`config.mk`:
```
export PLATFORM = sky130hd
export DESIGN_NAME = arp_reply_gen
export DESIGN_NICKNAME = d
export VERILOG_FILES = /design/src/rtl/arp_reply_gen.sv
export SDC_FILE = /design/constraint.sdc
export NUM_CORES = 1
export LEC_CHECK = 0
export BUFFER_PORTS_ARGS = -buffer_cell sky130_fd_sc_hd__buf_4
export CAP_MARGIN = 5
export CORE_AREA = 8 8 528 530
export DETAILED_ROUTE_END_ITERATION = 12
export DIE_AREA = 0 0 536 538
export PLACE_DENSITY = 0.3
export REMOVE_ABC_BUFFERS = 1
export SYNTH_ARGS = -nofsm -noshare
export SYNTH_HDL_FRONTEND = slang
export SYNTH_SLANG_ARGS = --single-unit
```
`constraint.sdc`:
```
create_clock -name clk -period 6.2 [get_ports clk]
set_input_delay 0.31 -clock clk [delete_from_list [all_inputs] [get_ports clk]]
set_output_delay 0.31 -clock clk [all_outputs]
set_load 0.02 [all_outputs]
```
`src/rtl/arp_reply_gen.sv`:
```
// ARP responder: answers requests for this channel's IPv4 with a single-beat reply,
// reports sender bindings to the peer table and keeps per-class packet counters.
module arp_reply_gen #(
    parameter int C_AXIS_DATA_WIDTH = 512,
    parameter int C_AXIS_KEEP_WIDTH = 64,
    parameter int CHANNEL_NUM       = 0
) (
    input  logic                         clk,
    input  logic                         rst,
    input  logic [47:0]                  local_mac,
    input  logic [31:0]                  local_ipv4,
    input  logic [C_AXIS_DATA_WIDTH-1:0] arp_s_axis_tdata,
    input  logic [C_AXIS_KEEP_WIDTH-1:0] arp_s_axis_tkeep,
    input  logic                         arp_s_axis_tvalid,
    input  logic                         arp_s_axis_tlast,
    output logic                         arp_s_axis_tready,
    output logic [C_AXIS_DATA_WIDTH-1:0] arp_m_axis_tdata,
    output logic [C_AXIS_KEEP_WIDTH-1:0] arp_m_axis_tkeep,
    output logic                         arp_m_axis_tvalid,
    output logic                         arp_m_axis_tlast,
    input  logic                         arp_m_axis_tready,
    output logic                         peer_valid,
    output logic [47:0]                  peer_mac,
    output logic [31:0]                  peer_ip,
    output logic [15:0]                  rx_req_cnt,
    output logic [15:0]                  rx_rep_cnt,
    output logic [15:0]                  drop_cnt
);

    localparam logic [1:0] ST_IDLE  = 2'd0;
    localparam logic [1:0] ST_DRAIN = 2'd1;
    localparam logic [1:0] ST_SEND  = 2'd2;

    // Input is MSB-first; the reply goes out with byte k at bits [8k+7:8k].
    function automatic logic [511:0] build_reply(
        input logic [47:0] dst_mac,
        input logic [31:0] dst_ip,
        input logic [47:0] src_mac,
        input logic [31:0] src_ip
    );
        logic [479:0] frame;
        logic [511:0] r;
        frame = {dst_mac, src_mac, 16'h0806,
                 16'h0001, 16'h0800, 8'h06, 8'h04, 16'h0002,
                 src_mac, src_ip, dst_mac, dst_ip, 144'h0};
        r = '0;
        for (int k = 0; k < 60; k++) begin
            r[8*k +: 8] = frame[479-8*k -: 8];
        end
        return r;
    endfunction

    logic [1:0]  state;
    logic        req_pend;
    logic [C_AXIS_DATA_WIDTH-1:0] reply_p1;

    logic [47:0] my_mac;
    logic [31:0] my_ip;
    logic [15:0] htype;
    logic [15:0] ptype;
    logic [7:0]  hlen;
    logic [7:0]  plen;
    logic [15:0] oper;
    logic [47:0] sha;
    logic [31:0] spa;
    logic [31:0] tpa;
    logic        hdr_ok;
    logic        is_req;
    logic        is_rep;
    logic        s_hs;
    logic        first_hs;

    assign my_mac = local_mac + 48'(CHANNEL_NUM);
    assign my_ip  = local_ipv4 + 32'(CHANNEL_NUM);

    assign htype = arp_s_axis_tdata[399:384];
    assign ptype = arp_s_axis_tdata[383:368];
    assign hlen  = arp_s_axis_tdata[367:360];
    assign plen  = arp_s_axis_tdata[359:352];
    assign oper  = arp_s_axis_tdata[351:336];
    assign sha   = arp_s_axis_tdata[335:288];
    assign spa   = arp_s_axis_tdata[287:256];
    assign tpa   = arp_s_axis_tdata[207:176];

    assign hdr_ok = (htype == 16'h0001) && (ptype == 16'h0800) &&
                    (hlen == 8'h06) && (plen == 8'h04);
    assign is_req = hdr_ok && (oper == 16'h0001) && (tpa == my_ip);
    assign is_rep = hdr_ok && (oper == 16'h0002);

    assign arp_s_axis_tready = !rst && (state != ST_SEND);
    assign s_hs     = arp_s_axis_tvalid && arp_s_axis_tready;
    assign first_hs = s_hs && (state == ST_IDLE);

    assign arp_m_axis_tvalid = (state == ST_SEND);
    assign arp_m_axis_tlast  = (state == ST_SEND);
    assign arp_m_axis_tdata  = reply_p1;
    assign arp_m_axis_tkeep  = 64'h0FFF_FFFF_FFFF_FFFF;

    logic unused_inputs;
    assign unused_inputs = ^{arp_s_axis_tkeep, arp_s_axis_tdata[511:400],
                             arp_s_axis_tdata[255:208], arp_s_axis_tdata[175:0]};

    always_ff @(posedge clk) begin
        if (rst) begin
            state      <= ST_IDLE;
            req_pend   <= 1'b0;
            peer_valid <= 1'b0;
            peer_mac   <= '0;
            peer_ip    <= '0;
            rx_req_cnt <= '0;
            rx_rep_cnt <= '0;
            drop_cnt   <= '0;
        end else begin
            peer_valid <= 1'b0;
            case (state)
                ST_IDLE: begin
                    if (s_hs) begin
                        req_pend <= is_req;
                        if (is_req || is_rep) begin
                            peer_valid <= 1'b1;
                            peer_mac   <= sha;
                            peer_ip    <= spa;
                        end
                        if (is_req)      rx_req_cnt <= rx_req_cnt + 16'd1;
                        else if (is_rep) rx_rep_cnt <= rx_rep_cnt + 16'd1;
                        else             drop_cnt   <= drop_cnt + 16'd1;
                        if (arp_s_axis_tlast) state <= is_req ? ST_SEND : ST_IDLE;
                        else                  state <= ST_DRAIN;
                    end
                end
                ST_DRAIN: begin
                    if (s_hs && arp_s_axis_tlast) state <= req_pend ? ST_SEND : ST_IDLE;
                end
                ST_SEND: begin
                    if (arp_m_axis_tready) state <= ST_IDLE;
                end
                default: state <= ST_IDLE;
            endcase
        end
    end

    // Reply is formed from the first beat and held untouched until the next first beat.
    always_ff @(posedge clk) begin
        if (first_hs) begin
            reply_p1 <= build_reply(sha, spa, my_mac, my_ip);
        end
    end

endmodule

```
==> results.md <==
- Reg2reg end: peer_ip[9]$_SDFFE_PP0P_
- Crit-path cells: dlygate4sd3_1 -> buf_6 -> nor3b_1 -> nand2b_1 -> inv_8 -> and2_0 -> nand2_1 -> nand2_4 -> buf_4 -> nand2_1 -> a21oi_1
- Max_cap viols: 0
- CP Launch Type: input pin
- Vias per std cell: 1.99
- Slowest stage cell, crit path: nand2_4
- WL met2: 44500 um
- Initial DRC count: 341
- Die Span Y: 538 um
- Detail Placement HPWL: 70500 um
- Min Tclk post-route: 4.22 ns
- Synthesized area per cell: around 11 um^2
- Critical path capture point type: register
- Reg2reg path depth: 9
- Utilization after layout: 8.97%
- P&R area growth vs syn: 76.2%
- WL met3: 6200 um
- Drt wl/cell: roughly 15 um
- Top-area cell type share of the netlist area: 35.0%
- Die area: 288000 um^2
- Outcome: complete, no violations
- Fill cell count: 31292
- Initial Util: between 5 and 6%
- Total Power: 5440 uW
- Met1 WL: around 29000 um
- Lkg Pwr: 0.00903 uW
- Post-synth EDFFs: 160
- Setup violators final: 0
- Final hold vios: 0
- Antenna-violating nets left: 0
- CTS tree: yes
- Hold WS: 0.129 ns
- Clk slew on worst S/H paths: 0.06 ns
- Post-synthesis cell type count: 43
- Clock sink total: 292
- TritonCTS Buffers: 43
- Arr. time, crit path: between 4 and 5 ns
- Hold Crit Depth: 3
- PD cells: 225 nW/um^2
- Clock Tree Buf Depth: 3
- Top cells by area, synth: edfxtp_1 35%, buf_4 23%, dfxtp_1 19%, nand2_1 4.8%, a21oi_1 3.6%
- Final RePlAce weighted congestion: around 0.75
- Fraction of layout cells with a size suffix above 1: 36.1%
- YS warnings: 0
- Cell taking the most area after synthesis: edfxtp_1
- First-pass GRT wire length: 106000 um
- Multi-input logic area: 4190 um^2
- DRT Wirelength: 83800 um
- Period utilization: 68.1%
- Setup CP Type: in -> reg
- Async set or reset register ratio after synthesis: 0%
- Reg2reg start: state[1]$_SDFFE_PP0P_
- Buffers on Ports: approximately 650
- I/O pins: 1369
- Top cell by count, worst path: nand2_1
- Main synth FF type: edfxtp_1
- Register area: 7450 um^2
- Commonest non-fill, non-tap cell in the layout: buf_4
- Worst Path Required: 6.73 ns
- Post-CTS setup buffers: 0
- Critical path fanouts, max: 62
- Max stage delay on crit path: ~0.64 ns
- HP Class: in -> reg
- Core Region: approximately 270000 um^2
- Tightest Pin Transition: 0.954 ns
- Nets@finish: ~2700
- Worst Hold Path EP: peer_valid$_SDFF_PP0_
- Worst clock skew: 0.0408 ns
- RSZ-0062 raised after global routing: false
- H-tree depth: 2
- Synth Register Bits: between 200 and 300
- FP Rows: 191
- Overflow after GRT: 0
- DR pass1 iterations: 4
- DR vias: approximately 11000
- Slew HR: 36.4%
- VDD IR-drop max: 142 uV
- DIE WIDTH: between 500 and 600 um
- Largest net degree at the start of global routing: 64
- Antenna violations before repair: 51
- Fmax: 237 MHz
- Fin. max-slew vios: 0
- Vias in the first global route: ~12000
- Minimum setup slack among reg-to-reg paths: 2.23 ns
- Hold path start: arp_s_axis_tdata[336]
- Worst-Skew Late Latency: 0.64 ns
- Max layer used: met5
- Sequential fraction of the synthesis area: a little over half
- Total track usage: 5.42%
- Post-Syn Instances: 1300
- Most frequent cells in the layout: 657 x buf_4, 320 x conb_1, 175 x nand2_1, 164 x dlygate4sd3_1, 160 x edfxtp_1
- Post-Syn Area: between 10000 and 15000 um^2
- Post-route DRC: 0
- Root Driver: clkbuf_16
## Yosys cell counts, types with 2 or more instances
cell type  instances
buf_4            417
nand2_1          176
edfxtp_1         160
dfxtp_1          132
a21oi_1           98
nor2_1            46
xor2_1            38
nor4_1            31
clkbuf_1          25
nand4_1           22
nand3_1           18
xnor2_1           14
inv_1             11
nor2b_1           10
o21ai_0           10
and3_1             9
buf_2              9
nand2b_1           9
nor3_1             8
mux2_2             7
or3_1              7
a31o_2             6
nor4b_1            6
and4_1             4
ha_1               3
mux2i_1            3
or4_1              3
conb_1             2
nor4bb_1           2
## worst max path at each step
stage                                from                   endpoint  slack, ns  depth (start not counted)
floorplan                             rst    peer_ip[0]$_SDFFE_PP0P_      -0.06                          8
global placement    arp_s_axis_tdata[360]  peer_mac[47]$_SDFFE_PP0P_       1.60                          9
detailed placement                    rst  peer_mac[28]$_SDFFE_PP0P_       1.65                         10
CTS                                   rst    peer_ip[9]$_SDFFE_PP0P_       1.72                         11
global route                          rst   peer_ip[16]$_SDFFE_PP0P_       1.54                         11
finish                                rst    peer_ip[9]$_SDFFE_PP0P_       1.98                         11
## metal layers
metal,vias to the layer above,GRT usage [%]
met1,5116,5.24
li1,5174,-
met3,126,1.45
met4,12,2.94
met2,804,10.4
met5,-,0
## layout make-up
cell class	instances	share of cell area [%]
multi-input combinational	863	17.3
tap	3570	18.5
clock buffer	55	4.80
sequential	292	30.8
clock inverter	25	1.10
inverter	11	0.202
timing repair buffer	822	27.2
antenna	15	0.155
## worst max-delay path, delay by kind of cell
family / cells / cell delay (ns)
and+or+nand+nor: 6 / 2.46
buffers and inverters: 4 / 1.66
AOI/OAI and AO/OA: 1 / 0.15
## cells by family (layout without fill, tap and decap cells)
kind of cell	after synthesis	count (layout)	synth area share, %
compound gates	120	120	4.72
buf+inv	463	913	24.1
simple gates	358	358	12.5
fa+ha+maj	3	3	0.273
mux	10	10	0.793
flops	292	292	54.2
other cells	2	335	0.0547
xor+xnor	52	52	3.32
## where the power goes
| group | switching (uW) | internal (uW) |
|---|---|---|
| clock network | 1060 | 1500 |
| registers | 28.6 | 2100 |
| logic | 477 | 273 |
## registers in the layout, summed over array words and instances, names as in the netlist, 2 cells and up
register / flops
peer_mac: 48
drop_cnt: 16
arp_m_axis_tdata: 160
rx_req_cnt: 16
peer_ip: 32
rx_rep_cnt: 16
state: 2
## repair_timing
| item | in CTS | in global routing |
|---|---|---|
| gates resized for setup | 0 | 0 |
| endpoints found under the setup margin | 0 | 0 |
| hold buffers | 164 | 0 |
| hold endpoints to repair | 238 | 0 |
## per-stage QoR
step / area, um^2 / setup WS (ns) / setup TNS [ns] / cells
floorplan: 11700 / -0.0614 / -4.91 / 1166
global placement: 21100 / 1.60 / 0 / 5394
detailed placement: 21100 / 1.65 / 0 / 5394
CTS: 24200 / 1.72 / 0 / 5638
global route: 24200 / 1.54 / 0 / 5642
finish: 24200 / 1.98 / 0 / 5653
No activity file was read; power rests on OpenSTA's default activity.
